$ cat src/rtl/unified_mem_arbiter.sv
// unified_mem_arbiter
// Shares one single-port memory between the instruction-fetch (IF) stage and
// the data-access (D) stage. One transaction is outstanding at a time.
//
// Handshake: a requester raises *_req with its fields stable and keeps them
// stable until *_ready is high in the same cycle. That cycle is the grant and
// the memory request (mem_req) pulses in it. The memory answers with exactly
// one mem_rvalid 1..N cycles later. The answer reaches the owning requester
// one cycle after that as a one-cycle *_rvalid pulse.
//
// Ports:
//   clock, reset                  rising-edge clock, synchronous active-high reset
//   if_req/if_addr                fetch request (read of a full word)
//   if_ready/if_rvalid/if_rdata   fetch accept / response pulse / read data
//   if_err                        fetch timeout pulse
//   d_req/d_we/d_be/d_addr/d_wdata  data request (load or store)
//   d_ready/d_rvalid/d_rdata      data accept / response pulse / load data
//   d_err                         data timeout pulse
//   mem_req/mem_we/mem_be/mem_addr/mem_wdata  one-cycle request to memory
//   mem_rvalid/mem_rdata          memory response
//   dbg_state                     current FSM state (0 = IDLE, 1 = WAIT)
module unified_mem_arbiter #(
  parameter int ADDR_WIDTH = 32,
  parameter int DATA_WIDTH = 32,
  parameter int TIMEOUT    = 16
) (
  input  logic                    clock,
  input  logic                    reset,
  input  logic                    if_req,
  input  logic [ADDR_WIDTH-1:0]   if_addr,
  output logic                    if_ready,
  output logic                    if_rvalid,
  output logic [DATA_WIDTH-1:0]   if_rdata,
  output logic                    if_err,
  input  logic                    d_req,
  input  logic                    d_we,
  input  logic [DATA_WIDTH/8-1:0] d_be,
  input  logic [ADDR_WIDTH-1:0]   d_addr,
  input  logic [DATA_WIDTH-1:0]   d_wdata,
  output logic                    d_ready,
  output logic                    d_rvalid,
  output logic [DATA_WIDTH-1:0]   d_rdata,
  output logic                    d_err,
  output logic                    mem_req,
  output logic                    mem_we,
  output logic [DATA_WIDTH/8-1:0] mem_be,
  output logic [ADDR_WIDTH-1:0]   mem_addr,
  output logic [DATA_WIDTH-1:0]   mem_wdata,
  input  logic                    mem_rvalid,
  input  logic [DATA_WIDTH-1:0]   mem_rdata,
  output logic [0:0]              dbg_state
);

  localparam logic [0:0] ST_IDLE = 1'b0;
  localparam logic [0:0] ST_WAIT = 1'b1;

  localparam logic OWNER_IF = 1'b0;
  localparam logic OWNER_D  = 1'b1;

  // The abort decision is taken in the WAIT cycle whose increment brings the
  // counter to TIMEOUT-1, so the err pulse lands TIMEOUT cycles after the
  // grant. With TIMEOUT=1 the first WAIT cycle is already at the limit.
  localparam int CNT_W = (TIMEOUT > 1) ? $clog2(TIMEOUT) : 1;
  localparam int LIMIT = (TIMEOUT >= 2) ? TIMEOUT - 2 : 0;
  localparam logic [CNT_W-1:0] CNT_LIMIT = CNT_W'(LIMIT);

  logic [0:0]       state;
  logic             owner;
  logic             last_owner;
  logic [CNT_W-1:0] cnt;
  // High for the single IDLE cycle in which a response or err is presented.
  // Issue is held off in that cycle, so back-to-back issues are spaced by
  // the memory latency plus two cycles.
  logic             resp_hold;

  logic grant;
  logic win_d;
  logic timeout_hit;

  // Round-robin on conflict: whoever did not own the last transaction wins.
  assign win_d       = d_req && (!if_req || (last_owner == OWNER_IF));
  assign grant       = (state == ST_IDLE) && !resp_hold && !reset && (if_req || d_req);
  assign timeout_hit = (cnt >= CNT_LIMIT);
  assign dbg_state   = state;

  always_comb begin
    mem_req   = 1'b0;
    mem_we    = 1'b0;
    mem_be    = '0;
    mem_addr  = '0;
    mem_wdata = '0;
    if_ready  = 1'b0;
    d_ready   = 1'b0;
    if (grant) begin
      mem_req = 1'b1;
      if (win_d) begin
        d_ready   = 1'b1;
        mem_we    = d_we;
        mem_be    = d_be;
        mem_addr  = d_addr;
        mem_wdata = d_wdata;
      end else begin
        if_ready  = 1'b1;
        mem_be    = '1;
        mem_addr  = if_addr;
      end
    end
  end

  always_ff @(posedge clock) begin
    if (reset) begin
      state      <= ST_IDLE;
      owner      <= OWNER_IF;
      last_owner <= OWNER_IF;
      cnt        <= '0;
      resp_hold  <= 1'b0;
      if_rvalid  <= 1'b0;
      if_rdata   <= '0;
      if_err     <= 1'b0;
      d_rvalid   <= 1'b0;
      d_rdata    <= '0;
      d_err      <= 1'b0;
    end else begin
      if_rvalid <= 1'b0;
      if_err    <= 1'b0;
      d_rvalid  <= 1'b0;
      d_err     <= 1'b0;
      resp_hold <= 1'b0;
      case (state)
        ST_IDLE: begin
          // mem_rvalid is deliberately ignored here: nothing is outstanding.
          if (grant) begin
            state      <= ST_WAIT;
            owner      <= win_d ? OWNER_D : OWNER_IF;
            last_owner <= win_d ? OWNER_D : OWNER_IF;
            cnt        <= '0;
          end
        end
        ST_WAIT: begin
          if (mem_rvalid) begin
            // A response in the abort cycle still counts as a response.
            state     <= ST_IDLE;
            resp_hold <= 1'b1;
            if (owner == OWNER_D) begin
              d_rvalid <= 1'b1;
              d_rdata  <= mem_rdata;
            end else begin
              if_rvalid <= 1'b1;
              if_rdata  <= mem_rdata;
            end
          end else if (timeout_hit) begin
            state     <= ST_IDLE;
            resp_hold <= 1'b1;
            if (owner == OWNER_D) d_err  <= 1'b1;
            else                  if_err <= 1'b1;
          end else begin
            cnt <= cnt + CNT_W'(1);
          end
        end
        default: state <= ST_IDLE;
      endcase
    end
  end

endmodule
$ cat config.mk
export PLATFORM = sky130hd
export DESIGN_NAME = unified_mem_arbiter
export DESIGN_NICKNAME = d
export VERILOG_FILES = /design/src/rtl/unified_mem_arbiter.sv
export SDC_FILE = /design/constraint.sdc
export NUM_CORES = 1
export LEC_CHECK = 0
export CORE_MARGIN = 4
export CORE_UTILIZATION = 33
export CTS_CLUSTER_DIAMETER = 100
export DETAILED_ROUTE_END_ITERATION = 8
export MAX_ROUTING_LAYER = met4
export PLACE_DENSITY = 0.87
export SLEW_MARGIN = 20
export SYNTH_ARGS = -nofsm -noshare
export SYNTH_HDL_FRONTEND = slang
export SYNTH_SLANG_ARGS = --single-unit
$ cat constraint.sdc
create_clock -name clock -period 1.95 [get_ports clock]
set_input_delay 0.4875 -clock clock [delete_from_list [all_inputs] [get_ports clock]]
set_output_delay 0.4875 -clock clock [all_outputs]
set_load 0.03 [all_outputs]
==> impl_results.md <==
* Status: complete, but fails checks
* Violated checks: setup timing
* WL/cell at around 21 um
* Root buf cell: clkbuf_8
* Post-synthesis mux area share at 0.00572
* Crit path cell chain: buf_6 > a21bo_4 > buf_6 > nor2_1 > nor2_2 > buf_6
* Worst EP arrival at about 1.7 ns
* Drt pass-1 iters at 8
* Clock transition at the registers of the reported paths at 0.08 ns
* Io pins at about 280
* Critical-path maximum fanout at 9
* P_leak at approximately 3 nW
* Fin Setup TNS at -11.73 ns
* Initial Utilization at 0.339
* FF+latch count, synth at between 70 and 80
* Synth top area cells: dfxtp_1 43%, nand2_1 21%, a21oi_1 13%, and3_1 6.1%, a21oi_2 2.5%
* Critical path's largest stage delay at about 0.37 ns
* DR WL met2 at 10200 um
* Compound-Gate Fraction of Synth Area at 0.179
* Largest family of logic cells by synthesized area: simple AND/OR/NAND/NOR gates
* Slowest cell on crit path: dfxtp_4
* Util after Layout at 0.755
* Peak supply drop at 474 uV
* CP Data Required Time at ~1.5 ns
* Max-cap violations at 0
* Vias in the first global route at ~5000
* Global-route wire length before repair at ~28000 um
* Setup Skew at just under 0.008 ns
* Clock Sinks at 75
* Worst reg-to-reg path cell count at 5
* RSZ-0062 raised after global routing: true
* Clock share of power at 0.305
* Hold path cells at 2
* Total GRT Usage at 0.294
* Top_reg_cell synth: dfxtp_1
* Die height at between 100 and 150 um
* Distinct cell type count after synthesis at 32
* Top sig layer: met4
* Met1 wire length at about 6700 um
* Seq/Total Area, Yosys at 0.429
* Wire length on met3 at approximately 1500 um
* DRC viols at 0
* P_sw at between 1 and 1.5 mW
* Sw frac at 0.309
* Grt ovf at 0
* DRT iter0 DRCs at between 300 and 400
* Crit path capture type: output pin
* Critical Path Most Common Cell: buf_6
* Mapped Nets at 630
* Longest Clk Path Bufs at 2
* Worst setup margin at -0.262 ns
* Initial antenna violation count at 0
* Crit path kind: reg -> out
* Relative slew slack at 0.612
* Startpoint types: flop
* Synth Instances at around 500
* Area grow syn2layout at 123%
* Mapped cell area at about 3500 um2
* Post-synth EDFFs at 0
* Final max-slew violation count at 0
* CTS tree: done
* Internal power at ~3.1 mW
* Synthesis Warnings at 0
* Final setup fails at ~70
* H-Tree Depth at 3
* Final antenna-violating net count at 0
* PD cells at 573 nW/um2
* DP HPWL at 11900 um
* Final nets at 922
* Sequential fraction of design power at 0.354
* IO buf count at approximately 280
* Vias after detailed routing at between 4000 and 5000
* N_diodes at 0
* Yosys top cell area share at 0.429
* Total CTS buffers at 9
* Die Span X at 111 um
* Fin. Hold Viols at 0
* Fmax at between 400 and 500 MHz
* Asr flop ratio synth at 0
* Logic pwr share at 0.342
* Vias per cell at approximately 5.3
* Fill cells at 658
* Simple-gate share of the synthesized area at 0.312
* Hold buffer count at CTS at 0
* Skew-Pair Late Insertion Delay at between 0.3 and 0.4 ns
* Fin crit share at 1.13
* Largest net degree at the start of global routing at 60
* Adder-cell area share of the yosys netlist at 0.00715
* Row cnt at 37
* HP Class: reg -> reg
* Share of cells above drive strength 1 at 0.274
* Syn avg cell area at ~7.1 um2
* Tightest Pin Transition at 0.582 ns
* Core Region at between 10000 and 15000 um2
* WL final at between 15000 and 20000 um
* Gp weighted congestion at ~1.0
* Die area at 12300 um2
* Synth Area in XOR/XNOR at 0
* Tmin final at ~2.2 ns
* Leading area contributor after synthesis: dfxtp_1
-- through the flow --
step / worst slack [ns] / cells / cell area, um2 / total power, mW / hold WS, ns
final: -0.262 / 923 / 7800 / 4.47 / 0.457
after global routing: -0.290 / 923 / 7800 / 4.63 / 0.479
after CTS: -0.205 / 920 / 7640 / 4.40 / 0.458
after detailed placement: -0.472 / 878 / 6560 / 2.76 / 0.446
after global placement: -0.425 / 878 / 6560 / 2.73 / 0.442
after floorplan: -0.104 / 490 / 3550 / 2.13 / 0.492
-- what timing repair did --
action / in CTS / in global routing
pin swaps: 22 / 29
setup buffers: 16 / 2
setup endpoints to repair: 73 / 72
resized for setup: 105 / 39
gates cloned: 12 / 6
-- path summary, 6_finish.rpt --
kind | slack [ns] | end | start
setup / recovery | -0.26 | mem_be[0] | last_owner
hold / removal | 0.46 | if_rdata[25] | if_rdata[25]
setup reg to reg | 0.43 | cnt[0] | cnt[0]
hold reg to reg | 0.46 | if_rdata[25] | if_rdata[25]
-- cell type report --
class,instances,area (um2),share of cell area
Clock buffer,9,124,0.0159
Clock inverter,7,105,0.0135
Inverter,5,23.8,0.00305
Multi-Input combinational cell,369,2080,0.267
Sequential cell,75,1510,0.194
Tap cell,136,170,0.0218
Timing Repair Buffer,322,3780,0.485
-- power by group through the flow --
stage	registers [mW]	logic (mW)	clock network, mW
after floorplan	1.67	0.452	0
after global placement	1.62	1.11	0
after detailed placement	1.62	1.13	0
after CTS	1.58	1.43	1.39
after global routing	1.59	1.58	1.46
final	1.58	1.53	1.36
-- worst max-delay path, delay by kind of cell (launching register included) --
kind                   cells  cell delay, ns
buffers and inverters      3            0.45
DFF                        1            0.37
and+or+nand+nor            2            0.30
AOI/OAI and AO/OA          1            0.26
-- placed cells by master, fill, tap and decap left out, types with 2 or more instances in the layout --
| master | Yosys | final |
|---|---|---|
| clkdlybuf4s50_1 | 0 | 202 |
| nand2_1 | 193 | 186 |
| dfxtp_1 | 75 | 72 |
| a21oi_1 | 88 | 70 |
| buf_6 | 1 | 50 |
| and3_4 | 0 | 33 |
| buf_12 | 0 | 33 |
| a21oi_2 | 10 | 26 |
| buf_4 | 11 | 19 |
| nor2_1 | 16 | 13 |
| clkbuf_8 | 0 | 9 |
| buf_16 | 0 | 8 |
| nand2_4 | 0 | 5 |
| clkbuf_16 | 0 | 5 |
| nand2b_1 | 4 | 4 |
| nor2_2 | 0 | 3 |
| inv_1 | 5 | 3 |
| o32ai_1 | 3 | 3 |
| inv_6 | 0 | 3 |
| a21oi_4 | 0 | 2 |
| nand2_2 | 0 | 2 |
| nand3_1 | 2 | 2 |
| mux2i_1 | 2 | 2 |
| ha_1 | 2 | 2 |
| bufinv_16 | 0 | 2 |
| dfxtp_4 | 0 | 2 |
| buf_2 | 10 | 2 |
-- per-layer routing --
layer,global-route usage,vias up
li1,-,2201
met2,0.531,315
met5,-,-
met1,0.286,2292
met4,0.170,0
met3,0.0677,87
-- synth_stat cells, drive strengths merged, types with 2 or more instances --
cell	instances
ha	2
nand2	193
mux2i	2
dfxtp	75
nand2b	4
o21ai	2
clkbuf	17
buf	24
nor2	16
inv	5
nand3	2
o32ai	3
and3	34
a21oi	98
-- flip-flops by register name (all words and copies together), names as in the netlist --
register    count
d_rdata        32
if_rdata       32
cnt             4
d_err           1
d_rvalid        1
dbg_state       1
if_err          1
if_rvalid       1
last_owner      1
resp_hold       1
-- logic make-up after synthesis --
family	Yosys count
fa+ha+maj	2
flops	75
mux	2
buf+inv	46
simple gates	256
compound gates	109
(Power assumes the default switching activity.)
